$ cat src/rtl/mvau_weight_loader.sv
// ---------------------------------------------------------------------------
// mvau_weight_loader
//
// Streams weight words from an AXI-Stream slave into PE separate weight
// memories. Beats are distributed PE-major: the first WMEM_DEPTH beats fill
// memory 0 (addresses 0..WMEM_DEPTH-1), the next WMEM_DEPTH fill memory 1,
// and so on, for PE*WMEM_DEPTH beats in total. Every accepted beat becomes
// exactly one registered write one cycle later.
//
// Optional feature (macro MVAU_WLOAD_ERR_EN):
//   Adds a sticky load_err output that flags tlast framing errors (tlast on
//   a non-final beat, or a final beat without tlast). Cleared by start in
//   IDLE. Without the macro the port is absent and tlast is ignored.
//
// Ports:
//   aclk           rising-edge clock
//   aresetn        asynchronous active-low reset
//   start          single-cycle pulse, begins a load (only honoured in IDLE)
//   s_axis_tdata   weight word, SIMD*TW bits
//   s_axis_tvalid  stream valid
//   s_axis_tlast   stream last (only used with MVAU_WLOAD_ERR_EN)
//   s_axis_tready  stream ready, high only while loading
//   wmem_wr_en     one-hot memory write enable, PE bits
//   wmem_wr_addr   write address, WMEM_ADDR_BW bits
//   wmem_wr_data   write data, SIMD*TW bits
//   busy           high while loading
//   done           single-cycle pulse coinciding with the final write
//   load_err       sticky framing error (MVAU_WLOAD_ERR_EN only)
// ---------------------------------------------------------------------------
module mvau_weight_loader #(
    parameter int SIMD         = 2,
    parameter int TW           = 1,
    parameter int PE           = 2,
    parameter int WMEM_DEPTH   = 4,
    parameter int WMEM_ADDR_BW = 4
) (
    input  logic                    aclk,
    input  logic                    aresetn,
    input  logic                    start,
    input  logic [SIMD*TW-1:0]      s_axis_tdata,
    input  logic                    s_axis_tvalid,
    input  logic                    s_axis_tlast,
    output logic                    s_axis_tready,
    output logic [PE-1:0]           wmem_wr_en,
    output logic [WMEM_ADDR_BW-1:0] wmem_wr_addr,
    output logic [SIMD*TW-1:0]      wmem_wr_data,
    output logic                    busy,
    output logic                    done
`ifdef MVAU_WLOAD_ERR_EN
    ,
    output logic                    load_err
`endif
);

    localparam int DW    = SIMD * TW;
    localparam int PE_BW = (PE > 1) ? $clog2(PE) : 1;

    localparam logic [WMEM_ADDR_BW-1:0] ADDR_LAST = WMEM_ADDR_BW'(WMEM_DEPTH - 1);
    localparam logic [PE_BW-1:0]        PE_LAST   = PE_BW'(PE - 1);

    typedef enum logic [1:0] {
        IDLE = 2'd0,
        LOAD = 2'd1,
        DONE = 2'd2
    } state_e;

    state_e                  state_q, state_d;
    logic [WMEM_ADDR_BW-1:0] addr_q, addr_d;
    logic [PE_BW-1:0]        pe_q, pe_d;
    logic [PE-1:0]           wr_en_q, wr_en_d;
    logic [WMEM_ADDR_BW-1:0] wr_addr_q, wr_addr_d;
    logic [DW-1:0]           wr_data_q, wr_data_d;

    logic start_load;
    logic beat_accept;
    logic last_beat;

    // A start pulse only counts while idle; outside IDLE it is dropped.
    assign start_load  = (state_q == IDLE) && start;

    // tready is a pure decode of LOAD, so tvalid in any other state is
    // never accepted, including the start cycle itself.
    assign beat_accept = (state_q == LOAD) && s_axis_tvalid;

    // The final beat is the last address of the last memory.
    assign last_beat   = (addr_q == ADDR_LAST) && (pe_q == PE_LAST);

    // State register.
    always_ff @(posedge aclk or negedge aresetn) begin
        if (!aresetn) begin
            state_q <= IDLE;
        end else begin
            state_q <= state_d;
        end
    end

    // Next-state logic. DONE lasts exactly one cycle and then falls back
    // to IDLE regardless of inputs.
    always_comb begin
        state_d = state_q;
        unique case (state_q)
            IDLE: if (start)                     state_d = LOAD;
            LOAD: if (beat_accept && last_beat)  state_d = DONE;
            DONE:                                state_d = IDLE;
            default:                             state_d = IDLE;
        endcase
    end

    // Address / PE counters. They clear when a load begins so that a load
    // cut short by reset, or any stale state, never leaks into the next
    // load. Without an accepted beat they simply hold, which is how tvalid
    // gaps stall the sequence without dropping data.
    always_comb begin
        addr_d = addr_q;
        pe_d   = pe_q;
        if (start_load) begin
            addr_d = '0;
            pe_d   = '0;
        end else if (beat_accept) begin
            if (addr_q == ADDR_LAST) begin
                addr_d = '0;
                pe_d   = (pe_q == PE_LAST) ? '0 : pe_q + PE_BW'(1);
            end else begin
                addr_d = addr_q + WMEM_ADDR_BW'(1);
            end
        end
    end

    // Write port next values. The enable is one-hot on the current PE for
    // one cycle per accepted beat; address and data hold between writes.
    always_comb begin
        wr_en_d   = '0;
        wr_addr_d = wr_addr_q;
        wr_data_d = wr_data_q;
        if (beat_accept) begin
            wr_en_d   = PE'(1) << pe_q;
            wr_addr_d = addr_q;
            wr_data_d = s_axis_tdata;
        end
    end

    // Counter and write-port registers.
    always_ff @(posedge aclk or negedge aresetn) begin
        if (!aresetn) begin
            addr_q    <= '0;
            pe_q      <= '0;
            wr_en_q   <= '0;
            wr_addr_q <= '0;
            wr_data_q <= '0;
        end else begin
            addr_q    <= addr_d;
            pe_q      <= pe_d;
            wr_en_q   <= wr_en_d;
            wr_addr_q <= wr_addr_d;
            wr_data_q <= wr_data_d;
        end
    end

    // Status outputs decode straight from the state register, so reset
    // clears them immediately.
    assign s_axis_tready = (state_q == LOAD);
    assign busy          = (state_q == LOAD);
    assign done          = (state_q == DONE);

    assign wmem_wr_en    = wr_en_q;
    assign wmem_wr_addr  = wr_addr_q;
    assign wmem_wr_data  = wr_data_q;

`ifdef MVAU_WLOAD_ERR_EN
    logic err_q, err_d;

    // Sticky framing error: tlast must appear on the final beat and only
    // there. It is purely observational and never alters the write order.
    always_comb begin
        err_d = err_q;
        if (start_load) begin
            err_d = 1'b0;
        end else if (beat_accept && (s_axis_tlast != last_beat)) begin
            err_d = 1'b1;
        end
    end

    always_ff @(posedge aclk or negedge aresetn) begin
        if (!aresetn) begin
            err_q <= 1'b0;
        end else begin
            err_q <= err_d;
        end
    end

    assign load_err = err_q;
`else
    // tlast has no function in this build.
    logic unused_tlast;
    assign unused_tlast = s_axis_tlast;
`endif

endmodule

$ cat config.mk
export PLATFORM = sky130hd
export DESIGN_NAME = mvau_weight_loader
export DESIGN_NICKNAME = d
export VERILOG_FILES = /design/src/rtl/mvau_weight_loader.sv
export SDC_FILE = /design/constraint.sdc
export NUM_CORES = 1
export LEC_CHECK = 0
export ABC_AREA = 1
export BUFFER_PORTS_ARGS = -buffer_cell sky130_fd_sc_hd__buf_2
export CAP_MARGIN = 25
export CORE_UTILIZATION = 49
export DETAILED_ROUTE_END_ITERATION = 10
export PLACE_DENSITY = 0.79
export SLEW_MARGIN = 30
export SYNTH_ARGS = -nofsm -noshare
export SYNTH_HDL_FRONTEND = slang
export SYNTH_SLANG_ARGS = --single-unit
$ cat constraint.sdc
create_clock -name aclk -period 1.7 [get_ports aclk]
set_clock_uncertainty 0.2 [all_clocks]
set_input_delay 0 -clock aclk [delete_from_list [all_inputs] [get_ports aclk]]
set_output_delay 0 -clock aclk [all_outputs]
set_load 0.05 [all_outputs]
=== After elaboration in Yosys (flattened, before gate mapping) ===
Index checks and enable logic that the tools add are counted.

* Bits of input ports: 7
* Output and inout port bits: 11
* Bits in read-only memories: 0
* Register bits: 15
* Memory bits (writable): 0
* Memories kept: 0
* Latch bits: 0

* Muxes and demuxes: 11
* Bitwise gates (word level): 0
* $lt $le $gt $ge: 0
* Shift-type cells: 1
* Equality and inequality tests: 5
* Reduce and logical (&&, ||, !) cells: 9
* $mul: 0
* Divide/modulo/power cells: 0
* Add/subtract/negate cells: 2

{| class="wikitable"
|+ Operators by type and width
! operator !! number
|-
| 4-bit two-way mux || 3
|-
| 2-bit two-way mux || 3
|-
| 4-bit by 1-bit adder with 4-bit output (second input constant) || 1
|-
| 4-bit by 2-bit == test with 1-bit output (second input constant) || 1
|-
| 1-bit logical AND || 4
|-
| 1-bit two-way mux || 4
|-
| 2-bit case mux with 2 select lines || 1
|-
| 2-bit AND reduction || 2
|-
| 2-bit nonzero test || 2
|-
| 2-bit by 1-bit == test with 1-bit output (second input constant) || 1
|-
| 2-bit == test (second input constant) || 1
|-
| 2-bit logical NOT || 1
|-
| 2-bit by 1-bit != test with 1-bit output (second input constant) || 1
|-
| 2-bit != test (second input constant) || 1
|-
| 1-bit by 1-bit left shift with 2-bit output (first input constant) || 1
|-
| 1-bit adder (second input constant) || 1
|}

=== Depth between registers and ports, before layout ===
* Word-level depth: 5
* Depth in mapped cells: 6
* Depth with buffers taken out: 6

=== Least setup slack after synthesis ===
OpenSTA, ideal clock, no wires.

* Path kind: reg2reg
* Start point: register addr_q[0]
* End point: register state_q[0]
* Path slack: 0.354 ns
* Stages on the path, launching flop included: 5
* Clock period less this slack: 1.346 ns
* Data arrival time: 1.023 ns
* Required time: 1.377 ns
* Cell sequence: dfrtp_1 ha_1 nand3_1 o21ai_0 nand2_1

* Cells in the longest elaborated chain, start to end: 5

{| class="wikitable"
|+ Ends and longest elaborated chain
! what !! line !! text
|-
| start, declared || 68 || <nowiki>logic [WMEM_ADDR_BW-1:0] addr_q, addr_d;</nowiki>
|-
| start signal, assigned || 151 || <nowiki>addr_q <= addr_d;</nowiki>
|-
| 4-bit by 2-bit == test with 1-bit output || 86 || <nowiki>assign last_beat = (addr_q == ADDR_LAST) && (pe_q == PE_LAST);</nowiki>
|-
| 1-bit logical AND || 86 ||
|-
| 1-bit logical AND || 103 || <nowiki>LOAD: if (beat_accept && last_beat) state_d = DONE;</nowiki>
|-
| 2-bit by 1-bit != test with 1-bit output (no line) || -- ||
|-
| 2-bit AND reduction (no line) || -- ||
|-
| end signal, assigned || 93 || <nowiki>state_q <= state_d;</nowiki>
|-
| end, declared || 67 || <nowiki>state_e state_q, state_d;</nowiki>
|}

Every way passes these cells.
A chain may end at the register's enable or synchronous reset.

=== Final worst setup path ===
Same ends and word-level chain as after synthesis.

==> impl_results.md <==
- Post-detailed-route wirelength per cell: between 10 and 15 um
- Proportion of layout cells with a drive suffix above 1: 0.225
- Post-Synthesis Cell Area: 673 um2
- Antenna violations before repair: 0
- Total GRT Usage: 0.212
- Setup violations, final: 0
- Startpoint class of the critical path: flip-flop
- Number of different library cells in the post-synthesis netlist: 14
- Per-cell via count in the routed design: 4.84
- Multi-input logic area: around 240 um2
- H-tree levels: 1
- Wire length of the first global-routing pass: roughly 2100 um
- DIE HEIGHT: 39.1 um
- Number of buffers added by the clock tree synthesis step: 3
- Clock slew at reported path FFs: around 80 ps
- Number of input and output port buffers inserted: 16
- Initial Util: 0.568
- Via count of the first global-routing pass: between 400 and 500
- Routability-driven placement congestion ratio: 0.835
- Post-synthesis net count: 86
- DIE AREA: 1530 um2
- Flop and latch count out of synthesis: 15
- Routed WL: about 1300 um
- Filler instances: 88
- Main area contributors after synthesis: sky130_fd_sc_hd__dfrtp_1 56%, sky130_fd_sc_hd__nand2_1 16%, sky130_fd_sc_hd__inv_1 6.1%
- Relative slew slack: 0.562
- Final-report hold violation count: 0
- Starting DRT DRC Count: 16
- Antenna viol nets, final: 0
- Top-area cell type share of the netlist area: 0.558
- Minimum clock period after layout: ~1500 ps
- Setup total negative slack: 0 ps
- Max-capacitance violation count: 0
- Final Net Count: approximately 110
- Number of vias in the routed layout: around 560
- HP Class: primary input to flip-flop
- Leakage: 0.000476 uW
- Final-report max-slew violation count: 0
- Pwr per Cell Area: around 1800 nW/um2
- Area added between synthesis and finish: 24.5%
- Number of search-and-repair iterations in the first detailed-routing pass: 4
- Horizontal die dimension: about 40 um
- Max clock buf depth: 2
- Area leader, netlist: sky130_fd_sc_hd__dfrtp_1
- Total of warnings raised by yosys: 0
- Worst vdd rail ir drop: approximately 0.88 mV
- Start-to-end type of the worst setup path: flip-flop to flip-flop
- Unrepaired setup endpoints after global routing: false
- Placeable core area: approximately 1200 um2
- Kind of cell adding the most delay to the critical path: flip-flops
- Maximum number of pins on one net before global-route repair: 16
- Sequential fraction of the synthesis area: 0.558
- Clock sinks: 15
- Ant diodes: 0
- Slew at the pin with the worst max-slew slack: around 660 ps
- Fmax achieved: ~650 MHz
- Element type at the critical path end: flip-flop
- Floorplan row count: 12
- Number of gates resized after CTS: 0
- Source-to-sink clock delay at the later pin of the worst-skew pair: around 290 ps
- Data required time at the worst endpoint: about 1700 ps
- Highest fanout seen on the critical path: 6
- Count of boundary I/O pins: 18
- Placed Instances: 106
- Post-detailed-placement half-perimeter wirelength: just under 900 um
- Clock tree from TritonCTS: built
- Avg Synthesized Cell Area: approximately 8.6 um2
- Cell count after synthesis: 78
- Remaining global-route overflow: 0
- Crit path arrival time: 1510 ps
- Root buffer selected by CTS: sky130_fd_sc_hd__clkbuf_4
- Buffers & Inverters on Critical Path: 0
- DRC errors left: 0
- Final critical-path share of the clock period: 0.901
- List of cells traversed by the critical path: ha_1 -> nand3_1 -> o21ai_0 -> nand2_1
- Cell type of the slowest stage on the worst timing path: sky130_fd_sc_hd__dfrtp_1
- Post-route insts no fill: about 120
- Sequential standard cell area: between 300 and 400 um2
- Largest stage delay on the critical path: between 400 and 500 ps
- Run status: complete, no violations
==> registers in the layout (all words and copies together) (netlist names) <==
name and flops:
pe_q 1, wmem_wr_en 2, addr_q 4, wmem_wr_addr 4, wmem_wr_data 2, state_q 2
==> path summary, 6_finish.rpt <==
path / cells past startpoint / to / from / slack (ps)
worst max register to register: 4 / state_q[0] / addr_q[0] / 170
worst max-delay path: 4 / state_q[0] / addr_q[0] / 170
worst min-delay path: 4 / wmem_wr_data[1] / s_axis_tdata[1] / 240
max in group asynchronous: 3 / state_q[0] / aresetn / 280
min in group asynchronous: 3 / wmem_wr_en[1] / aresetn / 600
worst min register to register: 1 / wmem_wr_en[0] / pe_q / 280
==> cells in the mapped netlist <==
| cell type | instances |
|---|---|
| sky130_fd_sc_hd__ha_1 | 1 |
| sky130_fd_sc_hd__nand4_1 | 3 |
| sky130_fd_sc_hd__a21oi_1 | 1 |
| sky130_fd_sc_hd__nand3_2 | 2 |
| sky130_fd_sc_hd__nand2_1 | 29 |
| sky130_fd_sc_hd__buf_4 | 1 |
| sky130_fd_sc_hd__nor2_4 | 1 |
| sky130_fd_sc_hd__nand2_2 | 1 |
| sky130_fd_sc_hd__nor2_1 | 4 |
| sky130_fd_sc_hd__buf_6 | 1 |
| sky130_fd_sc_hd__dfrtp_1 | 15 |
| sky130_fd_sc_hd__o21ai_0 | 5 |
| sky130_fd_sc_hd__inv_1 | 11 |
| sky130_fd_sc_hd__nand3_1 | 3 |
==> where the power goes <==
| part | total (uW) | internal, uW | switching [uW] |
|---|---|---|---|
| combinational | 753 | 188 | 566 |
| sequential | 584 | 483 | 101 |
| clock | 210 | 91.6 | 118 |
| total | 1550 | 762 | 784 |
==> metal layers <==
metal  vias to the layer above  GRT usage  routed length, um
met2                        16      0.325                561
li1                        291          -                  -
met5                         -          0                  0
met3                         2     0.0520                 62
met4                         0      0.112                 27
met1                       253      0.274                611
==> worst register-to-register path: cells and delay by family (launching register included) <==
kind	cells	cell delay, ps
DFF	1	470
adders and majority gates	1	230
and+or+nand+nor	2	290
AOI/OAI and AO/OA	1	230
==> per-stage QoR <==
step / util / hold slack [ps] / setup WS [ps] / instance area [um2] / total power, uW
after floorplan: - / -496 / 354 / 673 / 1180
after CTS: 0.707 / 232 / 187 / 838 / 1550
after global routing: 0.707 / 249 / 50.0 / 838 / 1660
final: 0.707 / 242 / 168 / 838 / 1550
after detailed placement: 0.634 / -283 / 198 / 752 / 1330
after global placement: 0.634 / -286 / 273 / 752 / 1300
==> final cells by class <==
cell class	instances	area share
Timing Repair Buffer	22	0.167
Sequential cell	15	0.448
Multi-Input combinational cell	50	0.284
Tap cell	14	0.0209
Inverter	11	0.0493
Clock buffer	4	0.0313
==> cell families after synthesis <==
logic type | count (synthesis) | synth area share
AO/OA/AOI/OAI | 6 | 0.0446
adder cells (fa/ha/maj) | 1 | 0.0186
buffers and inverters | 13 | 0.0892
flip-flops | 15 | 0.558
AND/OR/NAND/NOR | 43 | 0.290
==> cell usage in the layout, fill, tap and decap left out <==
cell	n
sky130_fd_sc_hd__nor2_4	1
sky130_fd_sc_hd__ha_1	1
sky130_fd_sc_hd__buf_2	16
sky130_fd_sc_hd__nand2_1	29
sky130_fd_sc_hd__nor2_1	4
sky130_fd_sc_hd__nand3_1	3
sky130_fd_sc_hd__inv_1	11
sky130_fd_sc_hd__nand4_1	3
sky130_fd_sc_hd__dfrtp_1	15
sky130_fd_sc_hd__clkbuf_4	3
sky130_fd_sc_hd__dlygate4sd3_1	6
sky130_fd_sc_hd__clkbuf_1	1
sky130_fd_sc_hd__o21ai_0	5
sky130_fd_sc_hd__a21oi_1	1
sky130_fd_sc_hd__nand3_2	2
sky130_fd_sc_hd__nand2_2	1
==> timing repair <==
item,4_1_cts,5_1_grt
hold buffers,6,0
hold endpoints to repair,30,0
buffers inserted,0,0
No activity file was read; power rests on OpenSTA's default activity.
